## src/rtl/cmd_seq_pkg.sv

```systemverilog
// cmd_seq_pkg: shared types and encodings for the cmd_seq command sequencer.
// Holds the FSM state enum, the transaction layout at the default widths
// and the cmd encodings seen by the downstream loadable counter.
package cmd_seq_pkg;

  // Default widths of the sequencer and of the counter it drives.
  localparam int CMD_SEQ_N     = 8;
  localparam int CMD_SEQ_CW    = 4;
  localparam int CMD_SEQ_DEPTH = 4;

  // Encodings of the counter's cmd input.
  localparam logic CMD_LOAD = 1'b0;
  localparam logic CMD_INC  = 1'b1;

  // Sequencer FSM state; exported on the debug port of the top level.
  typedef enum logic [1:0] {
    ST_IDLE = 2'd0,
    ST_LOAD = 2'd1,
    ST_INC  = 2'd2
  } seq_state_e;

  // One queued transaction at the default widths: load value, then incs
  // increment cycles. The top level packs {value, incs} in this order.
  typedef struct packed {
    logic [CMD_SEQ_N-1:0]  value;
    logic [CMD_SEQ_CW-1:0] incs;
  } txn_t;

endpackage

```

## src/rtl/cmd_seq_fifo.sv

```systemverilog
// cmd_seq_fifo: synchronous FIFO with full/empty flags and occupancy count.
// No bypass: a word written at one edge is readable from the next cycle on.
// A push while full is dropped even if a pop happens in the same cycle.
module cmd_seq_fifo #(
  parameter int W     = 12,
  parameter int DEPTH = 4
) (
  input  logic                       clk,
  input  logic                       rst,
  input  logic                       push,
  input  logic [W-1:0]               wdata,
  input  logic                       pop,
  output logic [W-1:0]               rdata,
  output logic                       full,
  output logic                       empty,
  output logic [$clog2(DEPTH):0]     count
);

  localparam int AW = $clog2(DEPTH);

  logic [W-1:0]  mem [DEPTH];
  logic [AW-1:0] wptr;
  logic [AW-1:0] rptr;
  logic [AW:0]   cnt;
  logic          do_push;
  logic          do_pop;

  assign full    = (cnt == (AW+1)'(DEPTH));
  assign empty   = (cnt == '0);
  assign count   = cnt;
  assign rdata   = mem[rptr];
  assign do_push = push && !full;
  assign do_pop  = pop && !empty;

  // Pointer and occupancy bookkeeping; pointers wrap since DEPTH is 2^k.
  always_ff @(posedge clk) begin
    if (rst) begin
      wptr <= '0;
      rptr <= '0;
      cnt  <= '0;
    end else begin
      if (do_push) wptr <= wptr + AW'(1);
      if (do_pop)  rptr <= rptr + AW'(1);
      case ({do_push, do_pop})
        2'b10:   cnt <= cnt + (AW+1)'(1);
        2'b01:   cnt <= cnt - (AW+1)'(1);
        default: cnt <= cnt;
      endcase
    end
  end

  // Storage array; contents need no reset because count gates every read.
  always_ff @(posedge clk) begin
    if (do_push) mem[wptr] <= wdata;
  end

endmodule

```

## src/rtl/cmd_seq.sv

```systemverilog
// cmd_seq: command sequencer in front of the loadable counter stage.
// Each queued {value, incs} transaction becomes one load cycle followed by
// incs increment cycles on cmd/data. While idle, the shadow copy of the
// counter is re-loaded every cycle so the counter holds its value.
// Optional feature macro: CMD_SEQ_DONE_EN adds a one-cycle 'done' output
// marking the last emitted cycle of each transaction.
module cmd_seq
  import cmd_seq_pkg::*;
#(
  parameter int N     = CMD_SEQ_N,
  parameter int CW    = CMD_SEQ_CW,
  parameter int DEPTH = CMD_SEQ_DEPTH
) (
  input  logic          clk,
  input  logic          rst,
  // Handshake: a transaction transfers at a rising edge where in_valid and
  // in_ready are both 1. in_ready comes from registered FIFO state only and
  // never looks at in_valid; in_value/in_incs must be stable while in_valid=1.
  input  logic          in_valid,
  output logic          in_ready,
  input  logic [N-1:0]  in_value,
  input  logic [CW-1:0] in_incs,
  output logic          cmd,
  output logic [N-1:0]  data,
  output logic          busy,
  output seq_state_e    dbg_state
`ifdef CMD_SEQ_DONE_EN
  ,
  output logic          done
`endif
);

  localparam int W = N + CW;

  seq_state_e            state;
  logic [CW-1:0]         rem;
  logic [N-1:0]          shadow;

  logic [W-1:0]          fifo_rdata;
  logic                  fifo_full;
  logic                  fifo_empty;
  logic [$clog2(DEPTH):0] fifo_count;
  logic [N-1:0]          head_value;
  logic [CW-1:0]         head_incs;
  logic                  take_next;
  logic                  pop;

  // Transaction buffer; entries are packed {value, incs}.
  cmd_seq_fifo #(
    .W     (W),
    .DEPTH (DEPTH)
  ) u_fifo (
    .clk   (clk),
    .rst   (rst),
    .push  (in_valid),
    .wdata ({in_value, in_incs}),
    .pop   (pop),
    .rdata (fifo_rdata),
    .full  (fifo_full),
    .empty (fifo_empty),
    .count (fifo_count)
  );

  assign head_value = fifo_rdata[W-1:CW];
  assign head_incs  = fifo_rdata[CW-1:0];

  // A new transaction may start when idle or when the current one has
  // issued its last cycle (no increments left).
  assign take_next = (state == ST_IDLE) || (rem == '0);
  assign pop       = take_next && !fifo_empty;

  assign in_ready  = !fifo_full;
  assign busy      = (state != ST_IDLE) || (fifo_count != '0);
  assign dbg_state = state;

  // Sequencer FSM: pick the next transaction, step increments, or hold.
  always_ff @(posedge clk) begin
    if (rst) begin
      state  <= ST_IDLE;
      rem    <= '0;
      shadow <= '0;
      cmd    <= CMD_LOAD;
      data   <= '0;
    end else if (take_next) begin
      if (!fifo_empty) begin
        state  <= ST_LOAD;
        cmd    <= CMD_LOAD;
        data   <= head_value;
        shadow <= head_value;
        rem    <= head_incs;
      end else begin
        // Nothing queued: keep re-loading the counter with its own value.
        state  <= ST_IDLE;
        cmd    <= CMD_LOAD;
        data   <= shadow;
        rem    <= '0;
      end
    end else begin
      // data carries the pre-increment value so it is never left undefined.
      state  <= ST_INC;
      cmd    <= CMD_INC;
      data   <= shadow;
      shadow <= shadow + N'(1);
      rem    <= rem - CW'(1);
    end
  end

`ifdef CMD_SEQ_DONE_EN
  // done rides along with the last cycle: a zero-increment load or final INC.
  always_ff @(posedge clk) begin
    if (rst) begin
      done <= 1'b0;
    end else if (take_next) begin
      done <= !fifo_empty && (head_incs == '0);
    end else begin
      done <= (rem == CW'(1));
    end
  end
`endif

endmodule

```

## config.mk

```make
export PLATFORM = sky130hd
export DESIGN_NAME = cmd_seq
export DESIGN_NICKNAME = d
export VERILOG_FILES = /design/src/rtl/cmd_seq_pkg.sv /design/src/rtl/cmd_seq_fifo.sv /design/src/rtl/cmd_seq.sv
export SDC_FILE = /design/constraint.sdc
export NUM_CORES = 1
export LEC_CHECK = 0
export CORE_MARGIN = 4
export CORE_UTILIZATION = 35
export CTS_CLUSTER_SIZE = 28
export DETAILED_ROUTE_END_ITERATION = 10
export GPL_ROUTABILITY_DRIVEN = 0
export PLACE_DENSITY_LB_ADDON = 0.2
export SYNTH_ARGS = -nofsm -noshare
export SYNTH_HDL_FRONTEND = slang
export SYNTH_SLANG_ARGS = --single-unit
```

## constraint.sdc

```tcl
create_clock -name clk -period 2.59 [get_ports clk]
set_input_delay 0.3885 -clock clk [delete_from_list [all_inputs] [get_ports clk]]
set_output_delay 0.3885 -clock clk [all_outputs]
set_load 0.01 [all_outputs]
```

==> reports/results.txt <==
RSZ-0062 raised after global routing: no
Max FO, Critical Path: 4
Rows: 34
status: finished, final reports clean
Adder-Cell Fraction of Synth Area: 0.0340
clock skew: 0.00749 ns
commonest cells after routing, fill and taps aside: edfxtp_1 (48), dfxtp_1 (31), clkdlybuf4s50_1 (27)
I/O pins: 28
diode count: 0
VDD IR max: 0.000323 V
GRT Util Overall: 0.114
fin crit share: 0.922
met3 Use GR: 0.0298
die height: 103 um
maximum clock path buffer count: 2
Starting Density: 0.362
Primary FF master, synth: edfxtp_1
hpwl dp: 3.64 mm
Fill cells: 802
Post-Synth XOR/XNOR Area: 0.0359
Max Clk Rate: 419 MHz
synth warn: 0
critical path required time: 2.87 ns
Max Cap Viol: 0
port buffer count: 27
most common cell after layout, fill and taps aside: edfxtp_1
simple-gate share of the synthesized area: 0.0821
post-layout util: 0.432
final hold vios: 0
worst skew pair latency: 0.35 ns
vias in the first global route: 1730
CP startpoint kind: flop
Most Crowded Layer GR: met2
nature of the critical path endpoint: flop
final setup vio count: 0
Hold-fix buffers, CTS: 0
Post-DP Area: 3600 um2
GRT met1 Usage: 0.144
cell area after layout: 3790 um2
Post-Syn Area: 3170 um2
DRC Markers: 0
CP arrival: 2.67 ns
fin. max-slew vios: 0
Yosys cell types: 34
leakage power: 1.39 nW
Die X: 103 um
Core ar.: 8760 um2
Hold WC Path Type: reg -> reg
multiplexer share of the synthesized area: 0.0936
PD cells: 1060 nW/um2
DIE AREA: 10600 um2
crit path time final: 2.39 ns
1st-iter DRT viols: 55
TritonCTS buffer count: 9
number of synthesized flops with an enable pin: 48
Clk pin slew, worst setup/hold paths: 0.08 ns
largest net degree at the start of global routing: 20
CTS tree: built
htree depth: 3
critical path type: reg -> reg
Wirelength per Cell: 15.2 um
DRT Wirelength: 5.51 mm
Post-CTS Setup Inserts: 0
Via Count: 1768
#FFs+latches synth: 79
Setup TNS: 0 ns
cell count after synthesis: 208
post-synth net total: 231
share of cells above drive strength 1: 0.169
Rel. slew slack: 0.626
slew of the pin with the lowest slew margin: 0.560 ns
Synth-to-Final Area Change: 19.5%
asr flop ratio synth: 0
Layout Nets: 273
ANT nets after route: 0
CTS Sinks: 79
vias per cell: 4.87
first drt pass iteration count: 4
Seq/Total Area, Yosys: 0.651
met2 Usage GRT: 0.179
clk root buf: clkbuf_8
first-pass GRT wire length: 8.83 mm
largest family of logic cells by synthesized area: multiplexers
post-CTS sizing: 0
grt ovf: 0
initial antenna violation count: 0
post-synthesis compound-gate area fraction: 0.0770
syn avg cell area: 15.2 um2
-- logic make-up (layout without fill, tap and decap cells) --
logic type	count (synthesis)	in the layout
buffers and inverters	16	63
adders and majority gates	8	8
and+or+nand+nor	51	51
xor gates and xnor gates	13	13
AOI/OAI and AO/OA	29	29
DFF	79	79
muxes	12	12
-- critical path, stage by stage, from the launching register on --
cell     delay, ns
dfxtp_1       0.31
inv_1         0.07
ha_1          0.19
nor3b_4       0.30
o21ai_0       0.17
inv_1         0.08
ha_1          0.17
inv_1         0.06
fa_1          0.37
xor2_1        0.17
or3_1         0.30
a21oi_1       0.14
-- cell type report --
type                            instances  area [um2]  share of cell area
Clock buffer                            9         124              0.0327
Clock inverter                          7        57.6              0.0152
Inverter                               10        37.5             0.00991
Multi-Input combinational cell        113        1020               0.271
Sequential cell                        79        2060               0.545
Tap cell                              108         135              0.0357
Timing Repair Buffer                   37         345              0.0912
-- flip-flops by register name, indices dropped and copies added (netlist names), named ones only --
register	cells
shadow	8
data	8
u_fifo.count	3
rem	4
dbg_state	1
u_fifo.wptr	2
u_fifo.rptr	2
u_fifo.mem	48
cmd	1
-- report_power, final --
| part | switching (mW) | internal (mW) | leakage, nW |
|---|---|---|---|
| Combinational | 0.676 | 0.708 | 0.615 |
| Sequential | 0.186 | 1.60 | 0.695 |
| Clock | 0.474 | 0.357 | 0.0824 |
-- synthesized netlist by cell type, types with 2 or more instances --
master,number,area share
a21o_1,5,0.012
a21oi_1,5,0.0079
a221o_1,6,0.019
a221o_2,4,0.014
a22o_1,3,0.0083
and3_1,4,0.0079
buf_2,2,0.0032
buf_4,2,0.0047
buf_6,2,0.0071
dfxtp_1,31,0.20
edfxtp_1,48,0.45
ha_1,7,0.028
inv_1,9,0.011
mux4_1,7,0.058
mux4_2,5,0.036
nand2_1,19,0.023
nand3_1,3,0.0047
nor2_1,15,0.018
nor3_1,2,0.0032
o21ai_0,3,0.0047
or3_1,2,0.0039
xnor2_1,3,0.0083
xor2_1,10,0.028
-- final timing paths --
kind                                                  start                            to  slack, ns  cells after the start
worst max-delay path                      rem[0]$_SDFF_PP0_  u_fifo.count[2]$_SDFFE_PP0P_       0.20                     11
worst max register to register            rem[0]$_SDFF_PP0_  u_fifo.count[2]$_SDFFE_PP0P_       0.20                     11
worst min register to register  u_fifo.wptr[1]$_SDFFE_PP0P_   u_fifo.wptr[1]$_SDFFE_PP0P_       0.51                      2
worst min-delay path            u_fifo.wptr[1]$_SDFFE_PP0P_   u_fifo.wptr[1]$_SDFFE_PP0P_       0.51                      2
-- per-layer routing --
layer / wire length [um] / vias to the layer above
li1: - / 869
met1: 2570 / 856
met5: 0 / -
met3: 221 / 11
met2: 2610 / 32
met4: 114 / 0
-- metrics by stage --
stage	worst slack, ns	cells	power (mW)	hold slack (ns)
final	0.201	363	4.00	0.512
after global routing	0.0326	363	4.27	0.561
after CTS	0.160	363	4.05	0.516
after detailed placement	0.179	347	3.20	0.497
after global placement	0.254	347	3.19	0.504
after floorplan	0.283	208	2.73	0.469
Note: power is estimated with default switching activity, not from simulation.
